`config.mk`:
```
export PLATFORM = sky130hd
export DESIGN_NAME = serial_frame_receiver_flat
export DESIGN_NICKNAME = d
export VERILOG_FILES = /design/src/rtl/serial_frame_receiver_pkg.sv /design/src/rtl/serial_frame_receiver_if.sv /design/src/rtl/serial_frame_receiver_frame_bit_counter.sv /design/src/rtl/serial_frame_receiver.sv /design/src/flat_wrapper.sv
export SDC_FILE = /design/constraint.sdc
export NUM_CORES = 1
export LEC_CHECK = 0
export CORE_UTILIZATION = 46
export DETAILED_ROUTE_END_ITERATION = 12
export GPL_TIMING_DRIVEN = 0
export PLACE_DENSITY = 0.71
export SYNTH_ARGS = -nofsm -noshare
export SYNTH_HDL_FRONTEND = slang
export SYNTH_SLANG_ARGS = --single-unit
```
`constraint.sdc`:
```
create_clock -name clk -period 1.75 [get_ports clk]
set_clock_uncertainty 0.2 [all_clocks]
set_input_delay 0.4375 -clock clk [delete_from_list [all_inputs] [get_ports clk]]
set_output_delay 0.4375 -clock clk [all_outputs]
set_load 0.05 [all_outputs]
```
`src/rtl/serial_frame_receiver_pkg.sv`:
```
// Shared types and constants for the serial frame receiver.
// State encoding, line idle level and a counter-width helper.
package serial_pkg;

    typedef enum logic [1:0] {
        IDLE,
        DATA,
        PARITY,
        STOP
    } rx_state_t;

    localparam logic LINE_IDLE = 1'b1;

    // A 1-bit frame still needs a 1-bit counter, so never return a zero width.
    function automatic int cnt_width(input int w);
        return (w > 1) ? $clog2(w) : 1;
    endfunction

endpackage

```
`src/rtl/serial_frame_receiver_if.sv`:
```
// Serial line in, recovered parallel word and status pulses out.
interface serial_frame_receiver_if #(
    parameter int DATA_W = 8
);

    logic              sIn;
    logic              bitEn;
    logic [DATA_W-1:0] pOut;
    logic              valid;
    logic              parityErr;
    logic              frameErr;
    logic              busy;

    modport master (
        output sIn, bitEn,
        input  pOut, valid, parityErr, frameErr, busy
    );

    modport slave (
        input  sIn, bitEn,
        output pOut, valid, parityErr, frameErr, busy
    );

endinterface

```
`src/rtl/serial_frame_receiver_frame_bit_counter.sv`:
```
// Data-bit position counter; advances only on qualified bit edges.
module frame_bit_counter
    import serial_pkg::*;
#(
    parameter int DATA_W = 8
) (
    input  logic                          clk,
    input  logic                          rst,
    input  logic                          bit_en,
    input  logic                          clr,
    input  logic                          inc,
    output logic [cnt_width(DATA_W)-1:0]  count,
    output logic                          last
);

    localparam int CNT_W = cnt_width(DATA_W);

    always_ff @(posedge clk or posedge rst) begin
        if (rst) begin
            count <= '0;
        end else if (bit_en) begin
            if (clr) begin
                count <= '0;
            end else if (inc) begin
                count <= count + 1'b1;
            end
        end
    end

    assign last = (count == CNT_W'(DATA_W - 1));

endmodule

```
`src/rtl/serial_frame_receiver.sv`:
```
// Recovers start/data/parity/stop framed words from a bitEn-qualified serial line.
module serial_frame_receiver
    import serial_pkg::*;
#(
    parameter int DATA_W    = 8,
    parameter int PARITY_EN = 1
) (
    input  logic                   clk,
    input  logic                   rst,
    serial_frame_receiver_if.slave bus
);

    localparam int CNT_W = cnt_width(DATA_W);

    rx_state_t         state_q;
    rx_state_t         state_d;
    logic [CNT_W-1:0]  count;
    logic              last;
    logic              cnt_clr;
    logic              cnt_inc;
    logic              stop_edge;
    logic              perr_d;
    logic              ferr_d;
    logic [DATA_W-1:0] data_q;
    logic              par_q;
    logic [DATA_W-1:0] pout_q;
    logic              valid_q;
    logic              perr_q;
    logic              ferr_q;

    frame_bit_counter #(.DATA_W(DATA_W)) u_cnt (
        .clk    (clk),
        .rst    (rst),
        .bit_en (bus.bitEn),
        .clr    (cnt_clr),
        .inc    (cnt_inc),
        .count  (count),
        .last   (last)
    );

    always_ff @(posedge clk or posedge rst) begin
        if (rst) begin
            state_q <= IDLE;
        end else begin
            state_q <= state_d;
        end
    end

    // Every transition is gated by bitEn so stalled cycles freeze the frame.
    always_comb begin
        state_d   = state_q;
        cnt_clr   = 1'b1;
        cnt_inc   = 1'b0;
        stop_edge = 1'b0;
        perr_d    = (PARITY_EN != 0) && ((^data_q) ^ par_q);
        ferr_d    = (bus.sIn != LINE_IDLE);
        case (state_q)
            IDLE: begin
                if (bus.bitEn && (bus.sIn != LINE_IDLE)) state_d = DATA;
            end
            DATA: begin
                cnt_clr = last;
                cnt_inc = 1'b1;
                if (bus.bitEn && last) state_d = (PARITY_EN != 0) ? PARITY : STOP;
            end
            PARITY: begin
                if (bus.bitEn) state_d = STOP;
            end
            STOP: begin
                stop_edge = bus.bitEn;
                if (bus.bitEn) state_d = IDLE;
            end
            default: state_d = IDLE;
        endcase
    end

    always_ff @(posedge clk or posedge rst) begin
        if (rst) begin
            data_q <= '0;
            par_q  <= 1'b0;
        end else if (bus.bitEn) begin
            if (state_q == DATA)   data_q[count] <= bus.sIn;
            if (state_q == PARITY) par_q         <= bus.sIn;
        end
    end

    // Status flags are single-cycle pulses; pOut keeps the last word, good or bad.
    always_ff @(posedge clk or posedge rst) begin
        if (rst) begin
            pout_q  <= '0;
            valid_q <= 1'b0;
            perr_q  <= 1'b0;
            ferr_q  <= 1'b0;
        end else begin
            valid_q <= 1'b0;
            perr_q  <= 1'b0;
            ferr_q  <= 1'b0;
            if (stop_edge) begin
                pout_q  <= data_q;
                perr_q  <= perr_d;
                ferr_q  <= ferr_d;
                valid_q <= ~perr_d & ~ferr_d;
            end
        end
    end

    assign bus.pOut      = pout_q;
    assign bus.valid     = valid_q;
    assign bus.parityErr = perr_q;
    assign bus.frameErr  = ferr_q;
    assign bus.busy      = (state_q != IDLE);

endmodule

```
`src/flat_wrapper.sv`:
```
// flat-port wrapper written by rule: the top's interface ports become plain ports
module serial_frame_receiver_flat import serial_pkg::*;
#(
    parameter int DATA_W    = 8,
    parameter int PARITY_EN = 1
)
  (clk, rst, bus_sIn, bus_bitEn, bus_pOut, bus_valid, bus_parityErr, bus_frameErr, bus_busy);
  serial_frame_receiver_if #(.DATA_W(DATA_W)) bus_i ();
  input  logic clk;
  input  logic rst;
  input wire logic [$bits(bus_i.sIn)-1:0] bus_sIn;
  input wire logic [$bits(bus_i.bitEn)-1:0] bus_bitEn;
  output wire logic [$bits(bus_i.pOut)-1:0] bus_pOut;
  output wire logic [$bits(bus_i.valid)-1:0] bus_valid;
  output wire logic [$bits(bus_i.parityErr)-1:0] bus_parityErr;
  output wire logic [$bits(bus_i.frameErr)-1:0] bus_frameErr;
  output wire logic [$bits(bus_i.busy)-1:0] bus_busy;
  assign bus_i.sIn = bus_sIn;
  assign bus_i.bitEn = bus_bitEn;
  assign bus_pOut = bus_i.pOut;
  assign bus_valid = bus_i.valid;
  assign bus_parityErr = bus_i.parityErr;
  assign bus_frameErr = bus_i.frameErr;
  assign bus_busy = bus_i.busy;
  serial_frame_receiver #(.DATA_W(DATA_W), .PARITY_EN(PARITY_EN)) u_core (.clk(clk), .rst(rst), .bus(bus_i));
endmodule
```
# Yosys cells after proc, flatten, opt, wreduce, memory -nomap -nowiden
# Cells that the tools add are included.
[op_classes] add_sub_neg=1 order_cmp=2 n_eq_ne=8 n_mux=16 bitwise=4 reduce_logical=11
[op_table] op="8-bit bitwise mux" n=1
[op_table] op="2-bit two-way mux" n=4
[op_table] op="2-bit one-hot mux with 4 select lines" n=1
[op_table] op="8-bit XOR reduction" n=1
[op_table] op="1-bit two-way mux" n=7
[op_table] op="3-bit two-way mux" n=2
[op_table] op="2-bit AND reduction" n=3
[op_table] op="2-bit equality test, second input constant" n=2
[op_table] op="3-bit by 4-bit less-than comparator with 1-bit output, second input constant" n=1
[op_table] op="2-bit by 1-bit != test with 1-bit output, second input constant" n=2
[op_table] op="2-bit != test, second input constant" n=2
[op_table] op="4-bit AND reduction" n=1
[op_table] op="2-bit nonzero test" n=2
[op_table] op="3-bit by 1-bit adder with 3-bit output, second input constant" n=1
[op_table] op="1-bit demux with 3-bit select" n=1
[op_table] op="3-bit equality test, second input constant" n=1
[op_table] op="3-bit by 1-bit greater-or-equal comparator with 1-bit output, second input constant" n=1
[op_table] op="1-bit logical AND" n=3
[op_table] op="2-bit by 1-bit equality test with 1-bit output, second input constant" n=1
[op_table] op="2-bit logical NOT" n=1
[op_table] op="1-bit inverter" n=2
[op_table] op="1-bit bitwise AND" n=1
[op_table] op="1-bit XOR" n=1
[totals] reg_bits=25 inputBits=4 output_inout_bits=12 elab_cells=50

# Longest topological paths before layout
[logic_depth] depth_word=5 depth_mapped=5 depth_no_buf=5

# Cells and area by module
# From an unflattened synthesis, not the netlist that was laid out.
[unflattened] hier_cells=99 hier_area_um2=1252.5
[by_module_without_submodules] module="serial_frame_receiver" n_inst=1 cells_each=85 area_per_inst_um2=1088.5 seq_area_each_um2=550.5
[by_module_without_submodules] module="frame_bit_counter" n_inst=1 cells_each=14 area_per_inst_um2=163.9 seq_area_each_um2=75.1

# Worst setup path after synthesis
# No wires, ideal clock.
[synth_timing] path_type="register to register" start="reg u_core.u_cnt.count[1]" end="reg u_core.state_q[1]" setup_time_ns=0.125 arrival_ns=1.464 required_ns=1.425 slack_ns=-0.039 stages_incl_launch_ff=6 path_buffers=0 period_less_slack_ns=1.789 path_cell_list="dfrtp_1 -> ha_1 -> ha_1 -> a21bo_2 -> o211ai_1 -> mux2_2"
[synth_via] elab_chain_len=4
[synth_rtl] item="start: declaration" line_no="serial_frame_receiver_frame_bit_counter.sv:12" rtl="output logic [cnt_width(DATA_W)-1:0] count,"
[synth_rtl] item="start signal: assignment" line_no="serial_frame_receiver_frame_bit_counter.sv:25" rtl="count <= count + 1'b1;"
[synth_rtl] item="3-bit equality test" line_no="serial_frame_receiver_frame_bit_counter.sv:30" rtl="assign last = (count == CNT_W'(DATA_W - 1));"
[synth_rtl] item="1-bit logical AND" line_no="serial_frame_receiver.sv:64" rtl="if (bus.bitEn && last) state_d = (PARITY_EN != 0) ? PARITY : STOP;"
[synth_rtl] item="2-bit by 1-bit != test with 1-bit output (no source line)"
[synth_rtl] item="4-bit AND reduction (no source line)"
[synth_rtl] item="end signal: assignment" line_no="serial_frame_receiver.sv:45" rtl="state_q <= state_d;"
[synth_rtl] item="end: declaration" line_no="serial_frame_receiver.sv:15" rtl="rx_state_t state_q;"
# Every way passes these cells.
# A chain may end at the register's enable or synchronous reset.

# Worst setup path after layout
[layout_timing] start="reg u_core.state_q[1]" end="out bus_busy"
[layout_via] elab_chain_len=1
[layout_rtl] item="2-bit nonzero test" line_no="serial_frame_receiver.sv:111" rtl="assign bus.busy = (state_q != IDLE);"
[layout_rtl] item="end: declaration" line_no="flat_wrapper.sv:17" rtl="output wire logic [$bits(bus_i.busy)-1:0] bus_busy;"
# Every way passes these cells.

==> flow_metrics.tcl <==
set metrics [dict create \
    final_cell_mix "24 x dfrtp_1, 18 x mux2_2, 8 x nor2_1, 8 x buf_4, 6 x clkdlybuf4s15_2" \
    cts_tree "built" \
    end_kind "primary output" \
    grt_max_degree 26 \
    finalInstanceArea_sq_um 1570 \
    path_max_fanout 3 \
    synth_top_family_by_area "multiplexers" \
    synth_xor_area_share_pct 7.62 \
    synth_area_sq_um 1250 \
    path_buf_inv 3 \
    power_leakage_nw 0.747 \
    async_reset_ff_share_pct 100 \
    worstSkewPairLatency_ns 0.32 \
    arrival_ns 1.16 \
    path_clk_slew_ns 0.14 \
    wl_per_cell_um 13.5 \
    nFillCells 208 \
    timing.setup.tns_ns -0.0831 \
    cts_hold_buf 0 \
    post-route-util_pct 62.3 \
    crit_path_frequent_cell "inv_2" \
    postSynthAreaPerCell_sq_um 12.5 \
    grt_use_total_pct 16.1 \
    start_util_pct 49.5 \
    vias 826 \
    layout_setup_ws_ns -0.0495 \
    synthAdderAreaFrac_pct 7.01 \
    drtPass1Iterations 4 \
    crit_chain "inv_2 > ha_4 > inv_2 > buf_6" \
    hpwl_um 1440 \
    relSlewSlack_pct 38.1 \
    synth-simple-area-share_pct 10.1 \
    met2_usage_pct 27.4 \
    rows 18 \
    worstSetupPathType "reg -> out" \
    max_freq_ghz 0.556 \
    drv_slew 0 \
    hold_slack_ns 0.318 \
    core-area_sq_um 2520 \
    multiInputGateArea_sq_um 636 \
    cp_slowest_cell "dfrtp_1" \
    nNetsFinal 139 \
    gr-total-overflow 0 \
    io_pins 16 \
    grt_use_met1_pct 19.8 \
    cp-start-kind "flip-flop" \
    viasPerCell 5.26 \
    rsz0062_at_grt "yes" \
    final_common_cell "dfrtp_1" \
    hp-class "reg -> reg" \
    drt_iter0_drc 18 \
    crit_path_max_incr_delay_ns 0.42 \
    synth_compound_area_share_pct 2.40 \
    drcViolationCount 0 \
    die_h_um 54.1 \
    final_cells 157 \
    clockBufferDepth 2 \
    die_area_sq_um 2930 \
    yosysWarnings 0 \
    cp_top_family "flip-flops" \
    diodes 0 \
    finalCritPeriodShare_pct 103 \
    htreeDepth 1 \
    finalSetupViolCount 3 \
    placed_cell_area_sq_um 1450 \
    grtUsageMet3_pct 2.54 \
    busiest_layer "met2" \
    synth.area.mux_share_pct 19.8 \
    area_growth_pct 25.9 \
    crit_required_ns 1.11 \
    routed_wl_um 2110 \
    ant_nets 0 \
    syn_inst 100 \
    synth-edff-count 0 \
    seqCellArea_sq_um 627 \
    antenna_found_initial 0 \
    synth.distinct_cells 22 \
    maxCapViolCount 0 \
    power_density_nw_per_um2 1750 \
    cts_root_buf "clkbuf_4" \
    status "finished, violations left" \
    violations "setup timing" \
    hold_violations 0 \
    seq_area_frac_synth_pct 50.1 \
    drive_gt1_share_pct 47.2 \
    cts.sinks 25 \
    fin_crit_ns 1.80 \
    port_buffers 15 \
    vdd_drop_max_mv 1.15 \
    worst_pin_slew_ns 0.927 \
    cts_made_buffers 3 \
    gp_congestion 0.724 \
    placed_cells 145 \
    ys_seq_elements 25 \
    grt_pass1_wl_um 3240 \
    ys.flop_type "dfrtp_1" \
    grt_pass1_vias 757 \
    syn_nets 111 \
    die_w_um 54.1 \
]
## Yosys cell counts (all sizes together), types with 3 or more instances
library cell   n  share of area [%]
dfrtp         25                 50
mux2          19                 17
nor2          10                3.0
ha             7                7.0
inv            6                1.8
nand2          6                1.8
mux2i          3                2.4
nand2b         3                1.5
nor3           3                1.2
## worst register-to-register path, cell delays in order (launching register included)
cell and delay (ns):
dfrtp_1 0.42, inv_2 0.10, ha_2 0.23, a21bo_2 0.23, o211ai_1 0.13, mux2_2 0.37
## layout make-up
cell class | instances | share of cell area, %
tap | 30 | 2.39
timing repair buffer | 23 | 12.5
inverter | 6 | 1.43
sequential | 25 | 39.9
multi-input combinational | 66 | 40.4
clock buffer | 3 | 1.43
clock inverter | 1 | 0.478
buffer | 3 | 1.43
## what timing repair did
action / 4_1_cts / 5_1_grt
cloned: 0 / 1
buffers inserted: 3 / 4
gates resized for setup: 49 / 20
setup endpoints to repair: 18 / 23
pin swaps: 1 / 1
## worst paths after layout
path	to	slack [ns]	depth (start not counted)	from
min in group asynchronous	u_core.bus.pOut[3]	0.41	2	rst
hold / removal	u_core.bus.pOut[7]	0.32	1	u_core.bus.pOut[7]
hold reg to reg	u_core.bus.pOut[7]	0.32	1	u_core.bus.pOut[7]
setup reg to reg	u_core.state_q[1]	-0.02	5	u_core.state_q[1]
max in group asynchronous	u_core.u_cnt.count[1]	0.31	2	rst
setup / recovery	bus_busy	-0.05	4	u_core.state_q[1]
## registers in the layout, summed over array words and instances (netlist names)
register              cells
u_core.u_cnt.count        3
u_core.state_q            2
u_core.par_q              1
u_core.bus.pOut           8
u_core.data_q             8
u_core.bus.valid          1
u_core.bus.parityErr      1
u_core.bus.frameErr       1
## where the power goes
| part | switching [W] | internal, W |
|---|---|---|
| clock network | 0.000177 | 0.0000874 |
| logic | 0.000822 | 0.000751 |
| registers | 0.000138 | 0.000779 |
| total | 0.00114 | 0.00162 |
## routing by layer
metal	vias up	wire length [um]
met5	-	0
met4	0	25
met3	4	77
met2	19	1020
met1	406	991
li1	397	-
## per-stage QoR
step | power (W) | worst slack [ns]
2_1_floorplan | 0.00202 | 0.0147
3_3_place_gp | 0.00234 | -0.410
3_5_place_dp | 0.00238 | -0.434
4_1_cts | 0.00271 | -0.0593
5_1_grt | 0.00292 | -0.110
6_report | 0.00275 | -0.0495
## cell families after synthesis
| logic type | after synthesis |
|---|---|
| compound gates | 4 |
| xor+xnor | 6 |
| fa+ha+maj | 7 |
| buf+inv | 9 |
| flops | 25 |
| mux | 22 |
| simple gates | 27 |
Power figures use the tool's default switching activity.
